### config.mk
export PLATFORM = sky130hd
export DESIGN_NAME = tx_symbol_upsampler
export DESIGN_NICKNAME = d
export VERILOG_FILES = /design/src/rtl/tx_symbol_upsampler.sv
export SDC_FILE = /design/constraint.sdc
export NUM_CORES = 1
export LEC_CHECK = 0
export CORE_ASPECT_RATIO = 0.8
export CORE_UTILIZATION = 38
export CTS_CLUSTER_SIZE = 40
export DETAILED_ROUTE_END_ITERATION = 10
export PLACE_DENSITY = 0.72
export SLEW_MARGIN = 5
export SYNTH_ARGS = -nofsm -noshare
export SYNTH_HDL_FRONTEND = slang
export SYNTH_SLANG_ARGS = --single-unit
### constraint.sdc
create_clock -name clk -period 1.8 [get_ports clk]
set_clock_uncertainty 0.2 [all_clocks]
set_input_delay 0.54 -clock clk [delete_from_list [all_inputs] [get_ports clk]]
set_output_delay 0.54 -clock clk [all_outputs]
set_load 0.01 [all_outputs]
### src/rtl/tx_symbol_upsampler.sv
// rtl/tx_symbol_upsampler.sv - 4-ASK symbol FIFO, level mapper and OSR upsampler feeding the SRRC filter
//
// Buffers Gray-coded 4-ASK symbols in a 2-entry FIFO and emits one 18-bit
// signed 1s17 sample per clock: the mapped level in the symbol slot
// (phase 0), zeros in the remaining OSR-1 phases.
//
// Build option: define TX_SYMBOL_UPSAMPLER_HOLD_EN to hold the last popped
// level across all OSR phases (sample-and-hold) instead of inserting zeros.
//
// Ports:
//   clk         in   system clock, one output sample per cycle
//   reset       in   synchronous, active-high
//   sym_in      in   [1:0] Gray-coded symbol
//   sym_valid   in   sym_in valid this cycle
//   sym_ready   out  FIFO can accept (decoded from registered count only)
//   out         out  [17:0] signed 1s17 upsampled sample
//   sym_strobe  out  high when out carries a symbol slot (level or underflow zero)
//   underflow   out  sticky; a symbol slot found the FIFO empty
module tx_symbol_upsampler #(
  parameter int OSR = 4,
  parameter int AMP = 32768
) (
  input  logic        clk,
  input  logic        reset,
  input  logic [1:0]  sym_in,
  input  logic        sym_valid,
  output logic        sym_ready,
  output logic [17:0] out,
  output logic        sym_strobe,
  output logic        underflow
);

  localparam int PW = (OSR > 1) ? $clog2(OSR) : 1;
  localparam logic [PW-1:0] PH_LAST = PW'(OSR - 1);
  localparam logic [17:0] LVL_IN  = 18'(AMP);
  localparam logic [17:0] LVL_OUT = 18'(3 * AMP);

  logic [PW-1:0] ph_q, ph_d;
  logic [1:0]    cnt_q, cnt_d;
  logic          wr_ptr_q, wr_ptr_d;
  logic          rd_ptr_q, rd_ptr_d;
  logic [1:0]    mem_q [2];
  logic [17:0]   out_q, out_d;
  logic          strobe_q, strobe_d;
  logic          uf_q, uf_d;

  logic slot;
  logic push;
  logic pop;

  // Gray map: adjacent levels differ in one bit.
  function automatic logic [17:0] map_sym(input logic [1:0] s);
    logic [17:0] lvl;
    case (s)
      2'b00:   lvl = -LVL_OUT;
      2'b01:   lvl = -LVL_IN;
      2'b11:   lvl = LVL_IN;
      default: lvl = LVL_OUT;
    endcase
    return lvl;
  endfunction

  // Ready depends on registered count only, so there is no path from sym_valid.
  assign sym_ready = ~cnt_q[1];

  always_comb begin
    ph_d     = (ph_q == PH_LAST) ? '0 : ph_q + PW'(1);
    slot     = (ph_q == '0);
    push     = sym_valid && sym_ready;
    // The pop decision uses the pre-push count: a symbol written this cycle
    // is not visible to the slot in the same cycle.
    pop      = slot && (cnt_q != 2'd0);
    cnt_d    = cnt_q;
    if (push && !pop) begin
      cnt_d = cnt_q + 2'd1;
    end else if (pop && !push) begin
      cnt_d = cnt_q - 2'd1;
    end
    wr_ptr_d = wr_ptr_q ^ push;
    rd_ptr_d = rd_ptr_q ^ pop;
    strobe_d = slot;
    uf_d     = uf_q | (slot && (cnt_q == 2'd0));
    if (pop) begin
      out_d = map_sym(mem_q[rd_ptr_q]);
    end else if (slot) begin
      out_d = '0;
    end else begin
`ifdef TX_SYMBOL_UPSAMPLER_HOLD_EN
      out_d = out_q;
`else
      out_d = '0;
`endif
    end
  end

  always_ff @(posedge clk) begin
    if (reset) begin
      ph_q     <= '0;
      cnt_q    <= 2'd0;
      wr_ptr_q <= 1'b0;
      rd_ptr_q <= 1'b0;
      out_q    <= '0;
      strobe_q <= 1'b0;
      uf_q     <= 1'b0;
    end else begin
      ph_q     <= ph_d;
      cnt_q    <= cnt_d;
      wr_ptr_q <= wr_ptr_d;
      rd_ptr_q <= rd_ptr_d;
      out_q    <= out_d;
      strobe_q <= strobe_d;
      uf_q     <= uf_d;
    end
  end

  // Storage needs no reset: entries are only read after being written.
  always_ff @(posedge clk) begin
    if (!reset && push) begin
      mem_q[wr_ptr_q] <= sym_in;
    end
  end

  assign out        = out_q;
  assign sym_strobe = strobe_q;
  assign underflow  = uf_q;

endmodule

==> out/summary.json, run 1 <==
{
  "vias": 444,
  "design.final.nets": 93,
  "drive_gt1_share_pct": 25.0,
  "ir_worst_vdd_mv": 0.631,
  "antennaDiodeCount": 0,
  "setup_viol_count_final": 0,
  "critPathTopFamily": "flip-flops",
  "antenna_found_initial": 0,
  "worstSetupPathType": "flop to output port",
  "final_period_minus_worst_setup_slack_ns": 1.74,
  "clk_latency_ns": 0.28,
  "cts.repair_timing.setup_buffer_count": 0,
  "timing.critical_path.to_type": "output port",
  "critical_path.n_buffers_inverters": 2,
  "ant_nets": 0,
  "worst-endpoint-required_ns": 1.06,
  "core_area_mm2": 0.00166,
  "gate_count_after_technology_mapping": 66,
  "yosysTopAreaCell": "dfxtp_1",
  "timing_hold_violations_final": 0,
  "drt_pass1_iterations": 4,
  "overflow": 0,
  "post_cts_hold_buffer_count": 0,
  "timing.critical_path.cells": "inv_1, dlygate4sd2_1",
  "dp_slack_ns": -0.437,
  "status": "finished clean",
  "synth_top_cell_area_share_pct": 31.8,
  "tritoncts": "done",
  "critPathArrivalTime_ns": 1.00,
  "area.growth.synth_to_final_pct": 22.6,
  "floorplan.initialDensity_pct": 41.7,
  "grt_start_max_net_pins": 10,
  "route.detailed.wl_per_inst_um": 8.84,
  "power_leakage_uw": 0.000390,
  "post_drt_via_cell_ratio": 4.19,
  "rsz0062_at_grt": "false",
  "die_area_mm2": 0.00200,
  "min_period_over_period_pct": 96.7,
  "numClockSinks": 15,
  "max_clock_freq_ghz": 0.575,
  "seq_area_frac_synth_pct": 49.2,
  "grt_first_pass_wirelength_um": 1420,
  "synth.ff_latch_count": 15,
  "post_synth_instance_area_um2": 692,
  "timing.critical_path.fanout_max": 7,
  "clockRootBuffer": "clkbuf_4",
  "die_w_um": 49.7,
  "die_height_um": 40.2,
  "synthesis.yosys.warnings": 0,
  "top_level_ports": 26,
  "first_iter_violations": 4,
  "cts_max_path_buffers": 2,
  "critical_path.startpoint_type": "flop",
  "tritoncts.num_buffers": 3,
  "numPortBuffers": 10,
  "crit_path_slowest_cell": "dfxtp_4",
  "finalHoldWorstSlack_ns": 0.249,
  "reg2reg_slack_ns": 0.10,
  "vias_in_the_first_global_route": 358,
  "postLayoutSetupSlackWorst_ns": 0.0598,
  "total_routing_usage_reported_by_global_routing_pct": 10.5,
  "finalWeightedCongestion": 0.675,
  "synth_area_leaders": "dfxtp_1, edfxtp_1, buf_4",
  "drv.max_cap_violation_count": 0,
  "drcViolationCount": 0,
  "cellPowerDensity_mw_per_mm2": 1240,
  "cts-htree-levels": 1,
  "netlist-cell-type-count": 19,
  "syn-mean-instance-area_um2": 10.5,
  "dpl.hpwl_um": 711,
  "maxSlewViolCount": 0,
  "drt-total-wl_um": 937,
  "cts.clk_slew.worst_paths_ns": 0.09,
  "floorplan_row_count": 13,
  "cp_slowest_stage_delay_ns": 0.40,
  "hp-class": "flop to flop"
}
-- through the flow --
stage	TNS (ns)	instances	power, uW	instance area, um2	util [%]
floorplan	0	80	706	744	-
global placement	-1.64	102	830	793	47.8
detailed placement	-1.94	102	848	793	47.8
CTS	0	106	1050	831	50.1
global route	0	106	1140	848	51.1
finish	0	106	1050	848	51.1
-- path summary, 6_finish.rpt --
| kind | from | end | depth (start not counted) |
|---|---|---|---|
| worst max-delay path | cnt_q[1]$_SDFFE_PP0P_ | sym_ready | 2 |
| worst min-delay path | ph_q[0]$_SDFF_PP0_ | ph_q[0]$_SDFF_PP0_ | 1 |
| worst min register to register | ph_q[0]$_SDFF_PP0_ | ph_q[0]$_SDFF_PP0_ | 1 |
| worst max register to register | ph_q[0]$_SDFF_PP0_ | cnt_q[1]$_SDFFE_PP0P_ | 6 |
-- repair_timing --
action | CTS | global route
pin swaps | 4 | 1
gates resized for setup | 15 | 7
endpoints found under the setup margin | 9 | 2
-- power breakdown --
group / internal [uW] / switching (uW)
Sequential: 425 / 61.9
Clock: 82.4 / 102
Combinational: 203 / 179
-- layer usage --
metal / vias to the layer above / routed length, um / GRT usage [%]
li1: 218 / - / -
met1: 203 / 411 / 10.6
met5: - / 0 / 0
met2: 23 / 451 / 17.6
met3: 0 / 74 / 6.06
met4: 0 / 0 / 6.43
-- worst register-to-register path: stages, from the launching register on --
cell and delay [ns]:
dfxtp_2 0.36, inv_2 0.05, ha_4 0.16, o21ai_2 0.07, ha_2 0.29, or3_1 0.38, a21oi_2 0.12
-- sequential cells by signal, indices dropped and copies added, names as in the netlist --
signal	count
mem_q	4
out	3
cnt_q	2
ph_q	2
rd_ptr_q	1
sym_strobe	1
underflow	1
wr_ptr_q	1
-- cell usage in the layout (no fill, tap or decap) --
cell             synthesis  routed
dfxtp_1                 11       8
nor3_1                   1       1
xnor2_1                  2       2
a211oi_1                 2       2
conb_1                   1      15
ha_2                     0       1
edfxtp_1                 4       4
inv_1                    4       2
o21ai_2                  0       1
nor2b_2                  1       1
ha_4                     0       1
xor2_1                   4       4
clkdlybuf4s50_1          0       3
and3b_1                  1       1
dfxtp_2                  0       2
dlygate4sd2_1            0       7
nor2_1                   6       6
clkbuf_4                 0       3
nor2b_1                  2       1
dfxtp_4                  0       1
a21oi_1                  2       1
or3_1                    1       1
buf_4                   15       6
inv_2                    0       2
o21ai_0                  3       1
a21oi_2                  0       1
clkinv_2                 0       1
nor2b_4                  0       1
ha_1                     3       1
o21ai_1                  0       1
nor3b_1                  2       2
-- kinds of logic after synthesis --
logic type               after synthesis  synth area share (%)
buffers and inverters                 20                  20.1
flip-flops                            15                  49.2
AND/OR/NAND/NOR                       14                  11.4
AO/OA/AOI/OAI                          7                  5.79
XOR/XNOR                               6                  7.59
adder cells (fa/ha/maj)                3                  5.43
other                                  1                 0.542
-- cell type report --
type,count,area [um2]
fill,155,811
sequential,15,347
multi-input combinational,45,295
timing repair buffer,16,136
tap,22,27.5
clock buffer,3,22.5
inverter,4,15.0
clock inverter,1,5.00
-- cells in the mapped netlist --
cell and number:
nor2b_2 1, and3b_1 1, nor2_1 6, conb_1 1, buf_6 1, xor2_1 4, nor3_1 1, xnor2_1 2
a211oi_1 2, ha_1 3, nor3b_1 2, edfxtp_1 4, buf_4 15, nor2b_1 2, a21oi_1 2, dfxtp_1 11
inv_1 4, or3_1 1, o21ai_0 3
Note: power is estimated with default switching activity, not from simulation.
==> inputs of run 2 (changes only) <==
--- a/config.mk
+++ b/config.mk
@@ -6,6 +6,7 @@
 export NUM_CORES = 1
 export LEC_CHECK = 0
 export CORE_ASPECT_RATIO = 0.8
+export CORE_MARGIN = 2
 export CORE_UTILIZATION = 38
 export CTS_CLUSTER_SIZE = 40
 export DETAILED_ROUTE_END_ITERATION = 10
==> run 2 against run 1 <==
Against the previous run: maximum frequency decreased by 0.92%; core utilization about the same; largest power group unchanged; global-route usage increased by 0.43 points; via count decreased by 0.90%; cell count increased by 0.94%.
==> out/summary.json, run 2 (synthesis gave the netlist of run 1 again) <==
{
  "tritoncts.num_buffers": {"value": 3, "change": "unchanged"},
  "antennaDiodeCount": {"value": 0, "change": "unchanged"},
  "clockRootBuffer": {"value": "clkbuf_4", "change": "unchanged"},
  "largest_reg_flops": {"value": 4, "change": "unchanged"},
  "cts-htree-levels": {"value": 1, "change": "unchanged"},
  "antenna_found_initial": {"value": 0, "change": "unchanged"},
  "tritoncts": {"value": "done", "change": "unchanged"},
  "numPortBuffers": {"value": 10, "change": "unchanged"},
  "commonest_non_fill_non_tap_cells_in_the_layout": {"value": "conb_1, dfxtp_1, dlygate4sd2_1, buf_4, nor2_1", "change": "was conb_1, dfxtp_1, dlygate4sd2_1"},
  "clk_latency": {"value": 0.28, "unit": "ns", "change": "about the same"},
  "drive_gt1_share": {"value": 23.5, "unit": "%", "change": "was 25.0%"},
  "post_drt_via_cell_ratio": {"value": 4.11, "change": "was 4.19"},
  "top_level_ports": {"value": 26, "change": "unchanged"},
  "die_area": {"value": 0.00218, "unit": "mm2", "change": "was 0.00200 mm2"},
  "floorplan.initialDensity": {"value": 41.3, "unit": "%", "change": "was 41.7%"},
  "maxSlewViolCount": {"value": 0, "change": "unchanged"},
  "min_period_over_period": {"value": 97.6, "unit": "%", "change": "was 96.7%"},
  "ir_worst_vdd": {"value": 0.570, "unit": "mV", "change": "was 0.631 mV"},
  "final_period_minus_worst_setup_slack": {"value": 1.76, "unit": "ns", "change": "was 1.74 ns"},
  "critical_path.startpoint_type": {"value": "flop", "change": "unchanged"},
  "dp_slack": {"value": -0.424, "unit": "ns", "change": "was -0.437 ns"},
  "timing.critical_path.fanout_max": {"value": 7, "change": "unchanged"},
  "drt-total-wl": {"value": 1080, "unit": "um", "change": "was 937 um"},
  "area_taken_by_multi_input_logic_gates": {"value": 295, "unit": "um2", "change": "unchanged"},
  "largest-register": {"value": "mem_q", "change": "unchanged"},
  "grt_first_pass_wirelength": {"value": 1620, "unit": "um", "change": "was 1420 um"},
  "hp-class": {"value": "flop to flop", "change": "unchanged"},
  "cts.clk_slew.worst_paths": {"value": 0.09, "unit": "ns", "change": "about the same"},
  "drv.max_cap_violation_count": {"value": 0, "change": "unchanged"},
  "grt_start_max_net_pins": {"value": 10, "change": "unchanged"},
  "placed_cell_area": {"value": 793, "unit": "um2", "change": "unchanged"},
  "core_area": {"value": 0.00168, "unit": "mm2", "change": "was 0.00166 mm2"},
  "vias_in_the_first_global_route": {"value": 369, "change": "was 358"},
  "postLayoutSetupSlackWorst": {"value": 0.0436, "unit": "ns", "change": "was 0.0598 ns"},
  "worstSetupPathType": {"value": "flop to output port", "change": "unchanged"},
  "drt_pass1_iterations": {"value": 4, "change": "unchanged"},
  "total_routing_usage_reported_by_global_routing": {"value": 11.0, "unit": "%", "change": "was 10.5%"},
  "seqCellArea": {"value": 347, "unit": "um2", "change": "unchanged"},
  "fillers": {"value": 158, "change": "was 155"},
  "cellPowerDensity": {"value": 1260, "unit": "mW/mm2", "change": "was 1240 mW/mm2"},
  "route.detailed.wl_per_inst": {"value": 10.1, "unit": "um", "change": "was 8.84 um"},
  "timing_hold_violations_final": {"value": 0, "change": "unchanged"},
  "overflow": {"value": 0, "change": "unchanged"},
  "floorplan_row_count": {"value": 13, "change": "unchanged"},
  "layout_commonest_cell": {"value": "conb_1", "change": "unchanged"},
  "post-route-cell-area": {"value": 856, "unit": "um2", "change": "was 848 um2"},
  "drcViolationCount": {"value": 0, "change": "unchanged"},
  "area.growth.synth_to_final": {"value": 23.7, "unit": "%", "change": "was 22.6%"},
  "cts_max_path_buffers": {"value": 2, "change": "unchanged"},
  "worst-endpoint-required": {"value": 1.06, "unit": "ns", "change": "about the same"},
  "finalWeightedCongestion": {"value": 0.690, "change": "was 0.675"},
  "die_w": {"value": 51.7, "unit": "um", "change": "was 49.7 um"},
  "vias": {"value": 440, "change": "was 444"},
  "ant_nets": {"value": 0, "change": "unchanged"},
  "critPathArrivalTime": {"value": 1.02, "unit": "ns", "change": "was 1.00 ns"},
  "status": {"value": "finished clean", "change": "unchanged"},
  "numClockSinks": {"value": 15, "change": "unchanged"},
  "max_clock_freq": {"value": 0.569, "unit": "GHz", "change": "was 0.575 GHz"},
  "design.final.nets": {"value": 94, "change": "was 93"},
  "finalHoldWorstSlack": {"value": 0.235, "unit": "ns", "change": "was 0.249 ns"},
  "die_height": {"value": 42.2, "unit": "um", "change": "was 40.2 um"},
  "first_iter_violations": {"value": 2, "change": "was 4"},
  "setup_viol_count_final": {"value": 0, "change": "unchanged"},
  "timing.critical_path.to_type": {"value": "output port", "change": "unchanged"},
  "power_leakage": {"value": 0.000395, "unit": "uW", "change": "was 0.000390 uW"}
}
[run 2: changes by cell type in the layout (fill, tap and decap cells not counted)]
cell / change
o21ai_1: -1
o21ai_0: +1
inv_1: +2
buf_4: +1
inv_2: -2
[run 2: worst paths after layout]
check	slack, ns	end	from	depth (start not counted)
hold reg to reg	0.24	ph_q[0]$_SDFF_PP0_	ph_q[0]$_SDFF_PP0_	1
hold / removal	0.24	ph_q[0]$_SDFF_PP0_	ph_q[0]$_SDFF_PP0_	1
setup / recovery	0.04	sym_ready	cnt_q[1]$_SDFFE_PP0P_	2
setup reg to reg	0.07	cnt_q[1]$_SDFFE_PP0P_	ph_q[0]$_SDFF_PP0_	7
[run 2: critical path, cell delays in order (launching register included)]
cell	delay [ns]
dfxtp_4	0.41
inv_1	0.05
dlygate4sd2_1	0.28
[run 2: layer usage]
layer	track usage (%)	share of wire (%)	vias up	routed length, um
met1	10.5	40	197	433
met3	6.43	7.5	2	81
met2	17.9	51	22	555
met5	0	0	-	0
li1	-	-	219	-
met4	6.32	1.2	0	13
[run 2: cell type report]
class / instances / share of cell area [%]
flip-flops and latches: 15 / 40.5
multi-input cells: 45 / 34.5
repair buffers: 17 / 16.8
well taps: 22 / 3.22
clock buffers: 3 / 2.63
inverters: 4 / 1.75
clock inverters: 1 / 0.585
[run 2: power breakdown]
group	internal (uW)	leakage, uW	switching (uW)
clock	82.5	0.0000177	104
sequential	425	0.000129	61.9
combinational	217	0.000249	191
[run 2: what timing repair did]
action                     4_1_cts  5_1_grt
setup endpoints to repair        9        2
pin swaps                        3        3
hold buffers                     0        0
cloned                           0        0
gates resized for setup         15        4
buffers inserted                 0        1
[run 2: metrics by stage]
stage / power (uW) / TNS [ns] / cells / utilization, %
3_3_place_gp: 831 / -1.64 / 102 / 47.3
5_1_grt: 1160 / -0.00530 / 107 / 51.1
6_report: 1080 / 0 / 107 / 51.1
4_1_cts: 1070 / 0 / 106 / 50.2
3_5_place_dp: 852 / -1.79 / 102 / 47.3
2_1_floorplan: 706 / 0 / 80 / -
